--- src/rtl/ring_pkg.sv ---
// Shared types, defaults and helpers for consumers of the one-hot ring counter.
package ring_pkg;

  typedef enum logic {ACQ, TRACK} ring_state_e;

  localparam int unsigned RING_N     = 5;
  localparam int unsigned RING_IDX_W = 3;
  localparam int unsigned RING_MAX_N = 16;

  // Rotate the low n bits of v left by one; bits at and above n come back as zero.
  function automatic logic [RING_MAX_N-1:0] rotl1(input logic [RING_MAX_N-1:0] v,
                                                  input int unsigned n);
    logic [RING_MAX_N-1:0] mask;
    logic [RING_MAX_N-1:0] r;
    mask = (RING_MAX_N'(1) << n) - RING_MAX_N'(1);
    r    = (v << 1) | (v >> (n - 1));
    return r & mask;
  endfunction

endpackage

--- src/rtl/ring_onehot_enc.sv ---
// One-hot to binary encoder with a legality flag (exactly one bit set).
module ring_onehot_enc import ring_pkg::*; #(
  parameter int unsigned N     = RING_N,
  parameter int unsigned IDX_W = RING_IDX_W
) (
  input  logic [N-1:0]     ring_in,
  output logic [IDX_W-1:0] idx,
  output logic             legal
);

  logic [4:0] ones;

  // idx is only meaningful when legal; for illegal codes it is an OR of hot positions.
  always_comb begin
    ones = '0;
    idx  = '0;
    for (int i = 0; i < int'(N); i++) begin
      if (ring_in[i]) begin
        ones = ones + 5'd1;
        idx  = idx | IDX_W'(i);
      end
    end
    legal = (ones == 5'd1);
  end

endmodule

--- src/rtl/ring_phase_monitor.sv ---
// Checks legality and rotation of a one-hot ring, encodes phase, counts revolutions and errors.
// Optional RING_STALL_EN adds an adv input; adv=0 in TRACK expects the ring to hold.
module ring_phase_monitor import ring_pkg::*; #(
  parameter int unsigned N     = RING_N,
  parameter int unsigned IDX_W = RING_IDX_W,
  parameter int unsigned REV_W = 8,
  parameter int unsigned ERR_W = 4
) (
  input  logic             clk,
  input  logic             rst,
`ifdef RING_STALL_EN
  input  logic             adv,
`endif
  input  logic [N-1:0]     ring_in,
  input  logic             clr_err,
  output logic [IDX_W-1:0] idx,
  output logic             idx_valid,
  output logic             wrap,
  output logic [REV_W-1:0] rev_cnt,
  output logic             err_onehot,
  output logic             err_seq,
  output logic             err_sticky,
  output logic [ERR_W-1:0] err_cnt
);

  ring_state_e      state_q, state_d;
  logic [N-1:0]     prev_q, prev_d;
  logic [IDX_W-1:0] idx_q, idx_d;
  logic             idx_valid_q, idx_valid_d;
  logic             wrap_q, wrap_d;
  logic [REV_W-1:0] rev_cnt_q, rev_cnt_d;
  logic             err_onehot_q, err_onehot_d;
  logic             err_seq_q, err_seq_d;
  logic             err_sticky_q, err_sticky_d;
  logic [ERR_W-1:0] err_cnt_q, err_cnt_d;

  logic [IDX_W-1:0]      enc_idx;
  logic                  legal;
  logic                  advancing;
  logic                  match;
  logic [RING_MAX_N-1:0] exp_full;

  ring_onehot_enc #(
    .N     (N),
    .IDX_W (IDX_W)
  ) u_enc (
    .ring_in (ring_in),
    .idx     (enc_idx),
    .legal   (legal)
  );

`ifdef RING_STALL_EN
  assign advancing = adv;
`else
  assign advancing = 1'b1;
`endif

  // Compare in the package's full width so no rotation bits are left dangling.
  always_comb begin
    exp_full = advancing ? rotl1(RING_MAX_N'(prev_q), N) : RING_MAX_N'(prev_q);
    match    = (RING_MAX_N'(ring_in) == exp_full);
  end

  always_comb begin
    state_d      = state_q;
    prev_d       = prev_q;
    idx_d        = idx_q;
    idx_valid_d  = 1'b0;
    wrap_d       = 1'b0;
    rev_cnt_d    = rev_cnt_q;
    err_onehot_d = 1'b0;
    err_seq_d    = 1'b0;
    err_sticky_d = err_sticky_q;
    err_cnt_d    = err_cnt_q;

    case (state_q)
      ACQ: begin
        if (legal) begin
          prev_d      = ring_in;
          idx_d       = enc_idx;
          idx_valid_d = 1'b1;
          state_d     = TRACK;
        end else begin
          err_onehot_d = 1'b1;
        end
      end
      TRACK: begin
        if (!legal) begin
          err_onehot_d = 1'b1;
          state_d      = ACQ;
        end else begin
          // A legal but unexpected phase resynchronises rather than dropping lock.
          prev_d      = ring_in;
          idx_d       = enc_idx;
          idx_valid_d = 1'b1;
          if (!match) begin
            err_seq_d = 1'b1;
          end else if (advancing && prev_q[N-1] && ring_in[0]) begin
            wrap_d    = 1'b1;
            rev_cnt_d = rev_cnt_q + REV_W'(1);
          end
        end
      end
      default: state_d = ACQ;
    endcase

    // An error in the same cycle as clr_err wins and restarts the count at one.
    if (err_onehot_d || err_seq_d) begin
      err_sticky_d = 1'b1;
      if (clr_err) begin
        err_cnt_d = ERR_W'(1);
      end else if (err_cnt_q != {ERR_W{1'b1}}) begin
        err_cnt_d = err_cnt_q + ERR_W'(1);
      end
    end else if (clr_err) begin
      err_sticky_d = 1'b0;
      err_cnt_d    = '0;
    end
  end

  always_ff @(posedge clk) begin
    if (rst) begin
      state_q      <= ACQ;
      prev_q       <= '0;
      idx_q        <= '0;
      idx_valid_q  <= 1'b0;
      wrap_q       <= 1'b0;
      rev_cnt_q    <= '0;
      err_onehot_q <= 1'b0;
      err_seq_q    <= 1'b0;
      err_sticky_q <= 1'b0;
      err_cnt_q    <= '0;
    end else begin
      state_q      <= state_d;
      prev_q       <= prev_d;
      idx_q        <= idx_d;
      idx_valid_q  <= idx_valid_d;
      wrap_q       <= wrap_d;
      rev_cnt_q    <= rev_cnt_d;
      err_onehot_q <= err_onehot_d;
      err_seq_q    <= err_seq_d;
      err_sticky_q <= err_sticky_d;
      err_cnt_q    <= err_cnt_d;
    end
  end

  assign idx        = idx_q;
  assign idx_valid  = idx_valid_q;
  assign wrap       = wrap_q;
  assign rev_cnt    = rev_cnt_q;
  assign err_onehot = err_onehot_q;
  assign err_seq    = err_seq_q;
  assign err_sticky = err_sticky_q;
  assign err_cnt    = err_cnt_q;

endmodule

--- config.mk ---
export PLATFORM = sky130hd
export DESIGN_NAME = ring_phase_monitor
export DESIGN_NICKNAME = d
export VERILOG_FILES = /design/src/rtl/ring_pkg.sv /design/src/rtl/ring_onehot_enc.sv /design/src/rtl/ring_phase_monitor.sv
export SDC_FILE = /design/constraint.sdc
export NUM_CORES = 1
export LEC_CHECK = 0
export ABC_AREA = 0
export BUFFER_PORTS_ARGS = -buffer_cell sky130_fd_sc_hd__buf_2
export CELL_PAD_IN_SITES_DETAIL_PLACEMENT = 1
export CELL_PAD_IN_SITES_GLOBAL_PLACEMENT = 2
export CORE_UTILIZATION = 30
export CTS_BUF_LIST = sky130_fd_sc_hd__clkbuf_4 sky130_fd_sc_hd__clkbuf_8
export CTS_CLUSTER_SIZE = 16
export DETAILED_ROUTE_END_ITERATION = 6
export GPL_ROUTABILITY_DRIVEN = 0
export PLACE_DENSITY = 0.72
export RECOVER_POWER = 50
export REMOVE_ABC_BUFFERS = 1
export SLEW_MARGIN = 20
export SYNTH_ARGS = -nofsm -noshare
export SYNTH_HDL_FRONTEND = slang
export SYNTH_SLANG_ARGS = --single-unit
export TNS_END_PERCENT = 10
--- constraint.sdc ---
create_clock -name clk -period 4.5 [get_ports clk]
set_input_delay 0.9 -clock clk [delete_from_list [all_inputs] [get_ports clk]]
set_output_delay 0.9 -clock clk [all_outputs]
set_load 0.02 [all_outputs]
; ---- After elaboration in Yosys (flattened, before gate mapping)
; Cells that the tools add are included.
[word_totals]
regBits = 25
latchBits = 0
ramBits = 0
rom_bits = 0
inputBits = 8
elab_cells = 52
memories = 0
[classes]
addsub = 6
multipliers = 0
div_mod_pow = 0
magnitude_cmp = 0
eq_ne = 3
n_shift = 0
mux = 23
bitwise_logic = 4
n_reduce_logical = 7
[op_table]
columns = cell, count
row1 = 5-bit 2-to-1 mux, 5
row2 = 4-bit 2-to-1 mux, 4
row3 = 5-bit by 1-bit adder with 5-bit output (second input constant), 3
row4 = 1-bit 2-to-1 mux, 10
row5 = 8-bit by 1-bit adder with 8-bit output (second input constant), 1
row6 = 3-bit 2-to-1 mux, 2
row7 = 5-bit by 1-bit equality test with 1-bit output (second input constant), 1
row8 = 5-bit equality test, 1
row9 = 5-bit by 1-bit bitwise OR with 5-bit output, 1
row10 = 4-bit by 1-bit adder with 4-bit output (second input constant), 1
row11 = 2-bit 2-to-1 mux, 2
row12 = 4-bit != test (second input constant), 1
row13 = 4-bit AND reduction, 1
row14 = 2-bit nonzero test, 2
row15 = 4-bit OR reduction, 1
row16 = 1-bit inverter, 3
row17 = 1-bit by 1-bit adder with 2-bit output (second input constant), 1
row18 = 2-bit AND reduction, 1
row19 = 1-bit logical AND, 1
row20 = 1-bit logical OR, 1

; ---- Logic depth before layout (Yosys ltp)
[depth]
depth_word = 15
mapped_depth = 16
ltp_nobuf = 14

; ---- By module
; Synthesis repeated with hierarchy kept, for this count alone.
[hier_totals]
hier_cells = 134
area_unflattened_um2 = 1265.0
[by_module_without_submodules]
columns = mod, instances, cells_per_inst, area_per_inst_um2
row1 = ring_phase_monitor, 1, 113, 1076.0
row2 = ring_onehot_enc, 1, 21, 188.9

; ---- Worst setup path before layout
; Ideal clock, no wire load.
[synth_timing]
path_type = input-to-reg
from = in ring_in[0]
to = reg rev_cnt_q[1], in the netlist rev_cnt[1]
setup_time_ps = 71
arrival_ps = 3589
t_required_ps = 4429
path_slack_ps = 840
stages = 16
path_buffers = 2
path_cell_list = inv_1 ha_1 xnor2_1 inv_1 ha_1 nand2b_1 o31a_1 ha_1 and3_1 or3_1 nand4_1 buf_2 and2_1 clkbuf_1 o21ai_0 a21oi_1
[synth_between]
elab_chain_cells = 11
elab_cells_between_ends = 13
classes_between = add/sub: 4 / eq/ne: 2 / mux: 5 / reduce/logical: 2
[synth_rtl]
columns = element, line
row1 = start: declaration, ring_phase_monitor.sv:14  ; input logic [N-1:0] ring_in,
row2 = 1-bit 2-to-1 mux, ring_onehot_enc.sv:18  ; if (ring_in[i]) begin
row3 = 1-bit by 1-bit adder with 2-bit output, ring_onehot_enc.sv:19  ; ones = ones + 5'd1;
row4 = 5-bit 2-to-1 mux, ring_onehot_enc.sv:18
row5 = 5-bit by 1-bit adder with 5-bit output, ring_onehot_enc.sv:19
row6 = 5-bit 2-to-1 mux, ring_onehot_enc.sv:18
row7 = 5-bit by 1-bit adder with 5-bit output, ring_onehot_enc.sv:19
row8 = 5-bit 2-to-1 mux, ring_onehot_enc.sv:18
row9 = 5-bit by 1-bit adder with 5-bit output, ring_onehot_enc.sv:19
row10 = 5-bit 2-to-1 mux, ring_onehot_enc.sv:18
row11 = 5-bit by 1-bit equality test with 1-bit output, ring_onehot_enc.sv:23  ; legal = (ones == 5'd1);
row12 = 4-bit AND reduction (no source line) (*), --
row13 = end signal: assignment, ring_phase_monitor.sv:139  ; rev_cnt_q <= rev_cnt_d;
row14 = end: declaration, ring_phase_monitor.sv:31  ; logic [REV_W-1:0] rev_cnt_q, rev_cnt_d;
; Every way passes the cells marked *; elsewhere a longest branch is shown, timed or not.
; A chain may end at the register's enable or synchronous reset.

; ---- Worst setup path in the final report
[layout_timing]
from = in ring_in[0]
to = reg idx_q[2], in the netlist idx[2]
[layout_between]
elab_chain_cells = 10
[layout_rtl]
columns = element, line
row1 = 1-bit 2-to-1 mux (*), ring_onehot_enc.sv:18
row2 = 1-bit by 1-bit adder with 2-bit output, ring_onehot_enc.sv:19
row3 = 5-bit 2-to-1 mux (*), ring_onehot_enc.sv:18
row4 = 5-bit by 1-bit adder with 5-bit output, ring_onehot_enc.sv:19
row5 = 5-bit 2-to-1 mux (*), ring_onehot_enc.sv:18
row6 = 5-bit by 1-bit adder with 5-bit output, ring_onehot_enc.sv:19
row7 = 5-bit 2-to-1 mux (*), ring_onehot_enc.sv:18
row8 = 5-bit by 1-bit adder with 5-bit output, ring_onehot_enc.sv:19
row9 = 5-bit 2-to-1 mux (*), ring_onehot_enc.sv:18
row10 = 5-bit by 1-bit equality test with 1-bit output (*), ring_onehot_enc.sv:23
row11 = end signal: assignment, ring_phase_monitor.sv:136  ; idx_q <= idx_d;
row12 = end: declaration, ring_phase_monitor.sv:28  ; logic [IDX_W-1:0] idx_q, idx_d;
; Marks and branches as above.

==> results.ini <==
[global_routing]
globalRouteTotalUtil = 0.142
grt_pass1_vias = 1109
grt_pass1_wl_mm = 4.87
antenna_found_initial = 0
grt_overflow = 0
grt_max_degree = 23

[critical_path]
cp.arrival_ps = 4190
rr_endpoint = rev_cnt[6]$_SDFFE_PP0P_
worstRegToRegCells = 6
crit_fanout = 11
cp-endpoint = idx[2]$_SDFFE_PP0N_
timing.reg2reg.setup_slack_ps = 2420
worst_ep_required_time_ps = 4680
crit_type = input port to flip-flop
start_kind = input port
cp-startpoint = ring_in[0]
r2r_start = idx[2]$_SDFFE_PP0N_
cp-end-kind = flip-flop

[pwr]
pwr-share-comb = 0.240
p_clk_frac = 0.262
p_leak_nw = 0.539
powerDensity_nw_per_um2 = 331
p_sw_frac = 0.313
peakVddDrop_mv = 0.138
p_seq_frac = 0.499
p_total_w = 0.000475
internal_power_w = 0.000326
p_sw_w = 0.000149

[clock_tree]
cts_resized = 0
htreeDepth = 1
cts-root-buf = clkbuf_8
post-cts-setup-buffers = 0
cts.sinks = 24
cts.hold.buffers_added = 0
cts_buffer_depth = 2
clock_latency_ps = 260
cts_tree = built
cts_buffers = 3
cts.clk_slew.worst_paths_ps = 80

[synthesis]
synth_top_family_by_area = simple AND/OR/NAND/NOR gates
avgSynthCellArea_um2 = 8.73
synth_top_area_frac = 0.377
ys_seq_area_frac = 0.377
synth_compound_area_frac = 0.183
synth.mux.area_fraction = 0
synthFlopType = dfxtp_1
yosysMostFrequentCell = dfxtp_1
synthArstFlopShare = 0
syn-instance-count = 146
synth_simple_gate_area_frac = 0.213
synth_cell_types = 34
synth_seq_cells = 24
ys_top_cells_by_area = dfxtp_1, ha_1, xnor2_1
synth-xor-area-share = 0.0962
yosysTopAreaCell = dfxtp_1
synth_warnings = 0
synth.cells.most_frequent = dfxtp_1, nor2_1, nand2_1
syn_area_um2 = 1270
synth_fa_ha_area_frac = 0.0687
synth-edff-count = 0

[timing]
drv_slew = 0
setup_viol_count_final = 0
fmax_mhz = 249
final.setup.tns_ps = 0
grt_setup_unrepaired = no
tightestPinTransition_ps = 592
fin_crit_sh = 0.891
slew_headroom = 0.604
fin_crit_ps = 4010
finClkSkew_ps = 4.18
hold_viol = 0

[final_layout]
nNetsFinal = 185
diodes = 0
nFillCells = 510
drive_gt1_frac = 0.107
area_growth_pct = 12.8

[floorplanning]
io-pin-count = 28
core_um2 = 4030
die_y_um = 67.2
die_w_um = 67.2
num_rows = 23
dieArea_um2 = 4510
initial_core_util = 0.316

[place]
port_buffers = 27
dp_hpwl_mm = 2.25

[min_path]
hold_class = flip-flop to flip-flop

[run]
maxCapViolations = 0

[route]
drtPass1Iterations = 3
ant_nets = 0
via_per_inst = 5.02
wl_per_cell_um = 13.7
drc = 0
drtIter0Drc = 29
drt-total-wl_mm = 2.99
via_count = 1094

[outcome]
outcome = finished clean

-- layout make-up --
class	instances	area, µm²	share of cell area
Timing Repair Buffer	27	109	0.0757
Tap cell	50	62.6	0.0435
Inverter	8	30.0	0.0209
Clock buffer	3	41.3	0.0287
Multi-Input combinational cell	106	714	0.497
Sequential cell	24	480	0.334
-- worst max-delay path: stages --
cell and delay, ps:
clkbuf_1 160, inv_1 70, ha_1 310, xnor2_1 220, inv_1 70, ha_1 290, nand2b_1 140, o31a_1 120
ha_1 200, and3_1 180, or3_1 300, nand4_1 440, and2_0 480, nand2_1 130, a21oi_1 180
-- flip-flops by register name (all words and copies together) (netlist names) --
register and flops:
err_onehot 1, err_cnt 4, err_seq 1, prev_q 4, idx 3, idx_valid 1
err_sticky 1, wrap 1, rev_cnt 8
-- logic make-up (layout without fill, tap and decap cells) --
kind of cell,count (synthesis),count (layout)
xor gates and xnor gates,14,14
AOI/OAI and AO/OA,31,31
DFF,24,24
buffers and inverters,16,38
and+or+nand+nor,54,54
adders and majority gates,7,7
-- layer usage --
metal	share of wire	track usage
met1	0.45	0.163
met2	0.52	0.269
met3	0.024	0.0203
met4	0.0070	0.0399
met5	0	0
-- cell usage in the layout, fill, tap and decap left out, types with 5 or more instances in the layout --
master / netlist / layout
a21oi_1: 12 / 12
buf_2: 1 / 6
clkbuf_1: 4 / 21
dfxtp_1: 24 / 24
ha_1: 7 / 7
inv_1: 8 / 8
nand2_1: 14 / 14
nor2_1: 16 / 16
xnor2_1: 9 / 9
xor2_1: 5 / 5
-- worst min path at each step --
stage / from / endpoint / slack [ps] / cells past startpoint
6_report: prev_q[1]$_SDFFE_PP0N_ / prev_q[1]$_SDFFE_PP0N_ / 480 / 2
5_1_grt: prev_q[1]$_SDFFE_PP0N_ / prev_q[1]$_SDFFE_PP0N_ / 510 / 2
4_1_cts: prev_q[1]$_SDFFE_PP0N_ / prev_q[1]$_SDFFE_PP0N_ / 480 / 2
3_5_place_dp: prev_q[1]$_SDFFE_PP0N_ / prev_q[1]$_SDFFE_PP0N_ / 470 / 2
3_3_place_gp: prev_q[1]$_SDFFE_PP0N_ / prev_q[1]$_SDFFE_PP0N_ / 460 / 2
2_1_floorplan: prev_q[1]$_SDFFE_PP0N_ / prev_q[1]$_SDFFE_PP0N_ / 440 / 2
-- power groups by stage --
stage | logic [W] | registers [W] | clock network (W)
after floorplan | 0.0000665 | 0.000254 | 0
after global placement | 0.000113 | 0.000241 | 0
after detailed placement | 0.000118 | 0.000242 | 0
after CTS | 0.000119 | 0.000237 | 0.000133
after global routing | 0.000128 | 0.000239 | 0.000140
final | 0.000114 | 0.000237 | 0.000124
-- per-stage QoR --
stage                     utilization  cell area (µm²)  std cells  hold WS, ps  setup slack [ps]
after floorplan                     -             1220        138          437               845
after global placement          0.353             1420        215          459               470
after detailed placement        0.353             1420        215          472               322
after CTS                       0.363             1460        218          484               583
after global routing            0.357             1440        218          506               215
final                           0.357             1440        218          479               489
Note: power is estimated with default switching activity, not from simulation.
